## src/rtl/popcnt_argmax_seq.sv

```systemverilog
// Sequential argmax over popcounts: takes InCnt words per frame, reports the index and ones count of the winner.
// Define ARGMAX_TIE_LAST_EN to let the highest index win ties (default: lowest index wins).
module popcnt_argmax_seq #(
    parameter int InCnt  = 4,
    parameter int InWdt  = 8,
    parameter int CntWdt = 16,
    localparam int IdxWdt = $clog2(InCnt)
) (
    input  logic              clk_i,
    input  logic              rst_i,
    input  logic              in_valid_i,
    output logic              in_ready_o,
    input  logic [InWdt-1:0]  in_data_i,
    output logic              out_valid_o,
    input  logic              out_ready_i,
    output logic [IdxWdt-1:0] out_idx_o,
    output logic [CntWdt-1:0] out_cnt_o
);

    // Handshakes: a transfer happens on a rising edge where valid && ready.
    // in_ready_o depends only on state; out_valid_o stays high with stable
    // idx/cnt until out_ready_i is seen, and neither ready nor valid waits
    // combinationally on the other side.

    typedef enum logic {
        COLLECT = 1'b0,
        OUTPUT  = 1'b1
    } state_t;

    localparam logic [IdxWdt-1:0] LastIdx = IdxWdt'(InCnt - 1);

    state_t            state;
    state_t            state_nxt;
    logic              in_fire;
    logic              out_fire;
    logic              last_word;
    logic              take;
    logic [CntWdt-1:0] pop_cnt;
    logic [IdxWdt-1:0] word_cnt;
    logic [CntWdt-1:0] max_cnt;
    logic [IdxWdt-1:0] max_idx;

    always_comb begin
        pop_cnt = '0;
        for (int i = 0; i < InWdt; i++) begin
            pop_cnt = pop_cnt + CntWdt'(in_data_i[i]);
        end
    end

    // Word 0 always seeds the running max so no explicit clear is needed per frame.
    always_comb begin
`ifdef ARGMAX_TIE_LAST_EN
        take = (word_cnt == '0) || (pop_cnt >= max_cnt);
`else
        take = (word_cnt == '0) || (pop_cnt > max_cnt);
`endif
    end

    always_ff @(posedge clk_i or posedge rst_i) begin
        if (rst_i) begin
            state <= COLLECT;
        end else begin
            state <= state_nxt;
        end
    end

    always_comb begin
        state_nxt   = state;
        in_ready_o  = 1'b0;
        out_valid_o = 1'b0;
        in_fire     = 1'b0;
        out_fire    = 1'b0;
        last_word   = 1'b0;
        case (state)
            COLLECT: begin
                in_ready_o = 1'b1;
                in_fire    = in_valid_i;
                last_word  = in_valid_i && (word_cnt == LastIdx);
                if (last_word) begin
                    state_nxt = OUTPUT;
                end
            end
            OUTPUT: begin
                out_valid_o = 1'b1;
                out_fire    = out_ready_i;
                if (out_ready_i) begin
                    state_nxt = COLLECT;
                end
            end
            default: begin
                state_nxt = COLLECT;
            end
        endcase
    end

    always_ff @(posedge clk_i or posedge rst_i) begin
        if (rst_i) begin
            word_cnt  <= '0;
            max_cnt   <= '0;
            max_idx   <= '0;
            out_idx_o <= '0;
            out_cnt_o <= '0;
        end else begin
            if (in_fire) begin
                if (take) begin
                    max_cnt <= pop_cnt;
                    max_idx <= word_cnt;
                end
                if (last_word) begin
                    word_cnt  <= '0;
                    out_idx_o <= take ? word_cnt : max_idx;
                    out_cnt_o <= take ? pop_cnt : max_cnt;
                end else begin
                    word_cnt <= word_cnt + IdxWdt'(1);
                end
            end
            if (out_fire) begin
                max_cnt <= '0;
                max_idx <= '0;
            end
        end
    end

endmodule

```

## config.mk

```make
export PLATFORM = sky130hd
export DESIGN_NAME = popcnt_argmax_seq
export DESIGN_NICKNAME = d
export VERILOG_FILES = /design/src/rtl/popcnt_argmax_seq.sv
export SDC_FILE = /design/constraint.sdc
export NUM_CORES = 1
export LEC_CHECK = 0
export CORE_MARGIN = 2
export CORE_UTILIZATION = 37
export DETAILED_ROUTE_END_ITERATION = 10
export PLACE_DENSITY_LB_ADDON = 0.08
export SETUP_SLACK_MARGIN = 0.05
export SYNTH_ARGS = -nofsm -noshare
export SYNTH_HDL_FRONTEND = slang
export SYNTH_SLANG_ARGS = --single-unit
```

## constraint.sdc

```tcl
create_clock -name clk_i -period 2 [get_ports clk_i]
set_input_delay 0.2 -clock clk_i [delete_from_list [all_inputs] [get_ports clk_i]]
set_output_delay 0.2 -clock clk_i [all_outputs]
set_load 0.005 [all_outputs]
```

==> results of run 1 <==
[routing by layer]
| layer | share of wire | vias up | track usage |
|---|---|---|---|
| met1 | 0.45 | 691 | 0.199 |
| met3 | 0.026 | 6 | 0.0379 |
| met2 | 0.51 | 23 | 0.266 |
| li1 | - | 655 | - |
| met4 | 0.014 | 0 | 0.0545 |
| met5 | 0 | - | 0 |
[area by class of cell]
cell class / instances / area (sq um) / area share
clock buffer: 6 / 72.6 / 0.0275
clock inverter: 2 / 60.1 / 0.0227
inverter: 23 / 93.8 / 0.0355
multi-input combinational: 93 / 867 / 0.328
sequential: 39 / 976 / 0.369
tap: 67 / 83.8 / 0.0317
timing repair buffer: 52 / 488 / 0.185
[through the flow]
| step | area [sq um] | hold slack [ns] |
|---|---|---|
| 2_1_floorplan | 1870 | 0.296 |
| 3_3_place_gp | 2330 | 0.487 |
| 3_5_place_dp | 2330 | 0.490 |
| 4_1_cts | 2530 | 0.349 |
| 5_1_grt | 2640 | 0.388 |
| 6_report | 2640 | 0.338 |
[worst max-delay path, delay by kind of cell]
family	cells	cell delay, ns
AND/OR/NAND/NOR	3	0.43
adder cells (fa/ha/maj)	6	2.32
AO/OA/AOI/OAI	2	0.58
buffers and inverters	6	0.40
[kinds of logic after synthesis]
family / synth area share
XOR/XNOR: 0.00482
adder cells (fa/ha/maj): 0.106
flip-flops: 0.537
AND/OR/NAND/NOR: 0.124
buffers and inverters: 0.0647
AO/OA/AOI/OAI: 0.152
multiplexers: 0.0117
[flip-flops by register name, indices dropped and copies added (netlist names)]
name       cells
out_idx_o      2
word_cnt       2
max_cnt       16
out_cnt_o     16
max_idx        2
state          1
[final timing paths]
check | endpoint | slack, ns | depth (start not counted)
setup / recovery | out_cnt_o[2] | -1.74 | 17
hold / removal | max_cnt[1] | 0.34 | 3
setup reg to reg | out_cnt_o[2] | -0.01 | 8
hold reg to reg | out_cnt_o[6] | 0.50 | 1
max in group asynchronous | max_idx[0] | 1.33 | 3
min in group clk_i | out_cnt_o[6] | 0.50 | 1
[what timing repair did]
| action | in CTS | in global routing |
|---|---|---|
| setup endpoints to repair | 36 | 36 |
| endpoints found under the hold margin | 0 | 0 |
| hold buffers | 0 | 0 |
| gates cloned | 2 | 1 |
| setup buffers | 3 | 3 |
| pin swaps | 13 | 13 |
| gates resized for setup | 20 | 27 |
[power by group through the flow]
stage	registers [mW]	logic [mW]	clock network, mW
floorplan	1.02	0.878	0
global placement	1.04	1.32	0
detailed placement	1.04	1.34	0
CTS	1.03	1.47	0.786
global route	1.07	1.92	0.834
finish	1.05	1.74	0.778
[cell usage in the layout (no fill, tap or decap), drive strengths merged, types with 3 or more instances in the layout]
| master | n |
|---|---|
| o21ai | 7 |
| dfrtp | 39 |
| clkbuf | 6 |
| a21oi | 6 |
| a221o | 5 |
| inv | 23 |
| nor4 | 3 |
| buf | 24 |
| clkdlybuf4s50 | 28 |
| fa | 4 |
| and2 | 18 |
| nand2 | 13 |
| ha | 9 |
| a22o | 13 |
==> metrics.yaml, run 1 <==
finish:
  nets: 239
  n_antenna_cell: 0
  fillers: 407
  drive_gt1_frac: 0.293
  utilization: 0.559
  fin_cells: 282
  syn_to_final_growth_pct: 45.3
job:
  max_cap_violations: 0
floorplanning:
  die_area_sq_mm: 0.00549
  core-area_sq_mm: 0.00472
  fp-row-count: 25
  dieHeight_um: 74.1
  die_x_um: 74.1
  initial_core_util: 0.385
  ioPinCount: 32
timing:
  rsz0062_at_grt: "true"
  setup_tns_ns: -60.45
  timing.final.crit_share: 1.87
  clock.fmax_mhz: 267
  layout_setup_ws_ns: -1.74
  skew_ns: 0.00536
  drv_slew: 0
  period_needed_ns: 3.74
  finalSetupViolations: 36
  finalHoldViolCount: 0
  slew_headroom: 0.671
  tightest_slew_ns: 0.493
synthesis:
  synth_cell_types: 28
  synth_common_cells: "dfrtp_1 (39), inv_1 (23), and2_1 (18)"
  yosys_warnings: 0
  postSynthAreaPerCell_sq_um: 11.4
  synth.largest_area_cell: "dfrtp_1"
  async_flop_share: 1.00
  netlist_instances: 159
  ys_ff_latch: 39
  synthFlopType: "dfrtp_1"
  synth_nets: 184
  syn_area_sq_mm: 0.00182
  synth-edff-count: 0
  synth-seq-area-share: 0.537
  synth.area.top_cells: "dfrtp_1 (54%), a22o_1 (6.3%), and2_1 (6.2%)"
  synth_top_area_share: 0.537
  yosysMostFrequentCell: "dfrtp_1"
pwr:
  p_total_mw: 3.57
  internal_power_mw: 2.31
  seqPwrFrac: 0.293
  power_density_mw_per_mm2: 1350
  swShare: 0.352
  p_sw_mw: 1.26
  combPwrFrac: 0.489
  p_leak_nw: 1.27
  pwr-share-clk: 0.218
  ir_drop_uv: 737
placed_design:
  dp_slack_ns: -2.60
  dpl.cell_count: 267
  dpl.hpwl_um: 2690
  numPortBuffers: 31
  gp_congestion: 0.830
clocking:
  h-tree-depth: 2
  clk_pin_slew_ns: 0.08
  cts_buffers: 5
  cts_root_buf: "clkbuf_8"
  clockBufferDepth: 2
  cts_tree: "done"
  cts.sinks: 39
  worstSkewPairLatency_ns: 0.29
global_routing:
  grt_max_degree: 40
  first_global_vias: 1421
  grt_overflow: 0
  grt_use_total: 0.158
  antenna_found_initial: 0
  grt_first_pass_wirelength_um: 6550
routing:
  via_count: 1375
  wl_um: 3900
  wire_per_inst_um: 13.8
  dr.pass1.iters: 4
  ant_nets: 0
  vias_per_cell: 4.88
  drtIter0Drc: 91
  drc_errors: 0
worst_setup_path:
  worstSetupPathType: "in2reg"
  cp_max_fo: 4
  crit_chain: "buf_6 -> inv_2 -> fa_1 -> fa_1 -> fa_1 -> inv_1 -> ha_2 -> inv_2 -> fa_2 -> inv_2 -> ha_4 -> nand4_1 -> nand4_1 -> a21oi_2 -> nor3_4 -> buf_6 -> a221o_1"
  critical_path_arrival_ns: 3.92
  cp-startpoint: "in_data_i[1]"
  worstPathRequired_ns: 2.18
  cp_slowest_cell: "fa_1"
  critPathMaxStageDelay_ns: 0.54
  r2r_start: "max_cnt[3]"
  cp-start-kind: "input port"
  end_kind: "register"
min_path:
  holdCritPathClass: "in2async"
status:
  violations: "negative setup slack"
  status: "finished with violations"
No activity file was read; power rests on OpenSTA's default activity.
==> run 2: changes to the inputs <==
--- a/config.mk
+++ b/config.mk
@@ -6,10 +6,11 @@
 export NUM_CORES = 1
 export LEC_CHECK = 0
 export CORE_MARGIN = 2
-export CORE_UTILIZATION = 37
+export CORE_UTILIZATION = 40
 export DETAILED_ROUTE_END_ITERATION = 10
 export PLACE_DENSITY_LB_ADDON = 0.08
 export SETUP_SLACK_MARGIN = 0.05
 export SYNTH_ARGS = -nofsm -noshare
 export SYNTH_HDL_FRONTEND = slang
 export SYNTH_SLANG_ARGS = --single-unit
+export TNS_END_PERCENT = 50
==> run 2 against run 1 <==
  * Highest routed layer unchanged
  * The run still ends with negative setup slack left
  * Core utilization rose by 4.0 points
  * Fmax fell by 1.6%
  * Power fell by 1.2%
==> metrics.yaml, run 2 (synthesis gave the netlist of run 1 again) <==
finish:
  nets: 237
  seqCellArea_sq_um: 976
  fillers: 361
  multi_input_area_sq_um: 891
  fin_area_sq_mm: 0.00261
  utilization: 0.599
  largestRegisters: "max_cnt: 16 flops, out_cnt_o: 16 flops"
  final_cell_mix: "dfrtp_1 (39), clkdlybuf4s50_1 (28), inv_1 (19), buf_4 (16), a22o_1 (13)"
  drive_gt1_frac: 0.300
  syn_to_final_growth_pct: 43.5
  layout_commonest_cell: "dfrtp_1"
  n_antenna_cell: 0
pwr:
  power_density_mw_per_mm2: 1350
  ir_drop_uv: 781
  p_leak_nw: 1.25
  p_total_mw: 3.53
worst_setup_path:
  rr_worst_depth: 8
  worstPathRequired_ns: 2.17
  end_kind: "register"
  r2r_slack_ns: -0.04
  cp_max_fo: 5
  cp-start-kind: "input port"
  r2r-end: "out_cnt_o[2]"
  r2r_start: "max_cnt[3]"
  critical_path_arrival_ns: 3.97
  worstSetupPathType: "in2reg"
routing:
  via_count: 1326
  wire_per_inst_um: 15.2
  vias_per_cell: 5.00
  drc_errors: 0
  dr.pass1.iters: 4
  drtIter0Drc: 82
  wl_um: 4020
  ant_nets: 0
floorplanning:
  ioPinCount: 32
  initial_core_util: 0.418
  fp-row-count: 24
  die_x_um: 71.4
  dieHeight_um: 71.4
  core-area_sq_mm: 0.00435
  die_area_sq_mm: 0.00510
global_routing:
  grt_use_total: 0.168
  antenna_found_initial: 0
  grt_first_pass_wirelength_um: 6670
  grt_overflow: 0
  first_global_vias: 1378
  grt_max_degree: 40
timing:
  timing.final.crit_share: 1.90
  clock.fmax_mhz: 263
  drv_slew: 0
  period_needed_ns: 3.80
  setup_tns_ns: -62.53
  finalHoldViolCount: 0
  skew_ns: 0.00561
  finalSetupViolations: 36
  tightest_slew_ns: 0.491
  rsz0062_at_grt: "true"
  slew_headroom: 0.672
  layout_setup_ws_ns: -1.80
placed_design:
  numPortBuffers: 31
  gp_congestion: 0.801
  place_area_sq_mm: 0.00229
  dpl.hpwl_um: 2590
  dp_slack_ns: -2.66
clocking:
  clockBufferDepth: 2
  clk_pin_slew_ns: 0.08
  worstSkewPairLatency_ns: 0.28
  h-tree-depth: 2
  cts_buffers: 5
  cts_root_buf: "clkbuf_8"
  cts_tree: "done"
  cts.sinks: 39
status:
  status: "finished with violations"
  violations: "negative setup slack"
min_path:
  holdCritPathClass: "in2async"
job:
  max_cap_violations: 0
[run 2: cell count changes in the layout (fill, tap and decap cells not counted), sizes merged]
cell	previous run	this run
buf	24	22
bufinv	2	1
clkinv	0	1
[run 2: through the flow]
stage,hold slack (ns),instances
final,0.339,265
after detailed placement,0.492,249
after floorplan,0.296,159
after global routing,0.421,265
after CTS,0.355,259
after global placement,0.487,249
[run 2: area by class of cell]
type / instances / share of cell area
Clock buffer: 6 / 0.0317
Clock inverter: 2 / 0.0134
Inverter: 23 / 0.0360
Multi-Input combinational cell: 93 / 0.341
Sequential cell: 39 / 0.374
Tap cell: 52 / 0.0249
Timing Repair Buffer: 50 / 0.178
[run 2: worst max-delay path by stage]
stage	start	endpoint	slack, ns	cells after the start
after floorplan	in_data_i[0]	max_cnt[8]	-1.79	16
after global placement	in_data_i[0]	out_cnt_o[2]	-2.48	17
after detailed placement	in_data_i[0]	out_cnt_o[2]	-2.66	17
after CTS	in_data_i[0]	out_cnt_o[2]	-1.94	17
after global routing	in_data_i[3]	out_cnt_o[2]	-1.94	17
final	in_data_i[3]	out_cnt_o[2]	-1.80	17
[run 2: report_power, final]
part	total (mW)	switching [mW]	internal [mW]
logic	1.81	0.896	0.911
registers	1.05	0.122	0.924
clock network	0.673	0.270	0.404
[run 2: what timing repair did]
action / CTS / global route
hold buffers: 0 / 0
pin swaps: 15 / 19
buffers inserted: 2 / 5
gates resized for setup: 23 / 29
gates cloned: 1 / 1
endpoints found under the setup margin: 36 / 36
[run 2: critical path, stage by stage]
cell and delay (ns):
buf_6 0.07, inv_2 0.03, fa_1 0.55, fa_1 0.45
fa_1 0.44, inv_1 0.08, ha_2 0.19, inv_2 0.04
fa_2 0.37, xnor2_4 0.18, ha_4 0.22, nand4_1 0.11
nand4_1 0.22, a21oi_2 0.27, nor3_4 0.06, buf_6 0.15
a221o_1 0.35
[run 2: metal layers]
metal  vias to the layer above  share of wire  wire, um  track usage
li1                        647              -         -            -
met5                         -              0         0            0
met1                       648           0.44      1780        0.223
met4                         0         0.0045        18       0.0440
met2                        29           0.52      2090        0.283
met3                         2          0.033       134       0.0338
==> run 3: changes to the inputs <==
--- a/config.mk
+++ b/config.mk
@@ -5,6 +5,7 @@
 export SDC_FILE = /design/constraint.sdc
 export NUM_CORES = 1
 export LEC_CHECK = 0
+export CAP_MARGIN = 10
 export CORE_MARGIN = 2
 export CORE_UTILIZATION = 40
 export DETAILED_ROUTE_END_ITERATION = 10
==> results of run 3 <==
No change in the layout: final DEF, timing and power equal those of run 2.
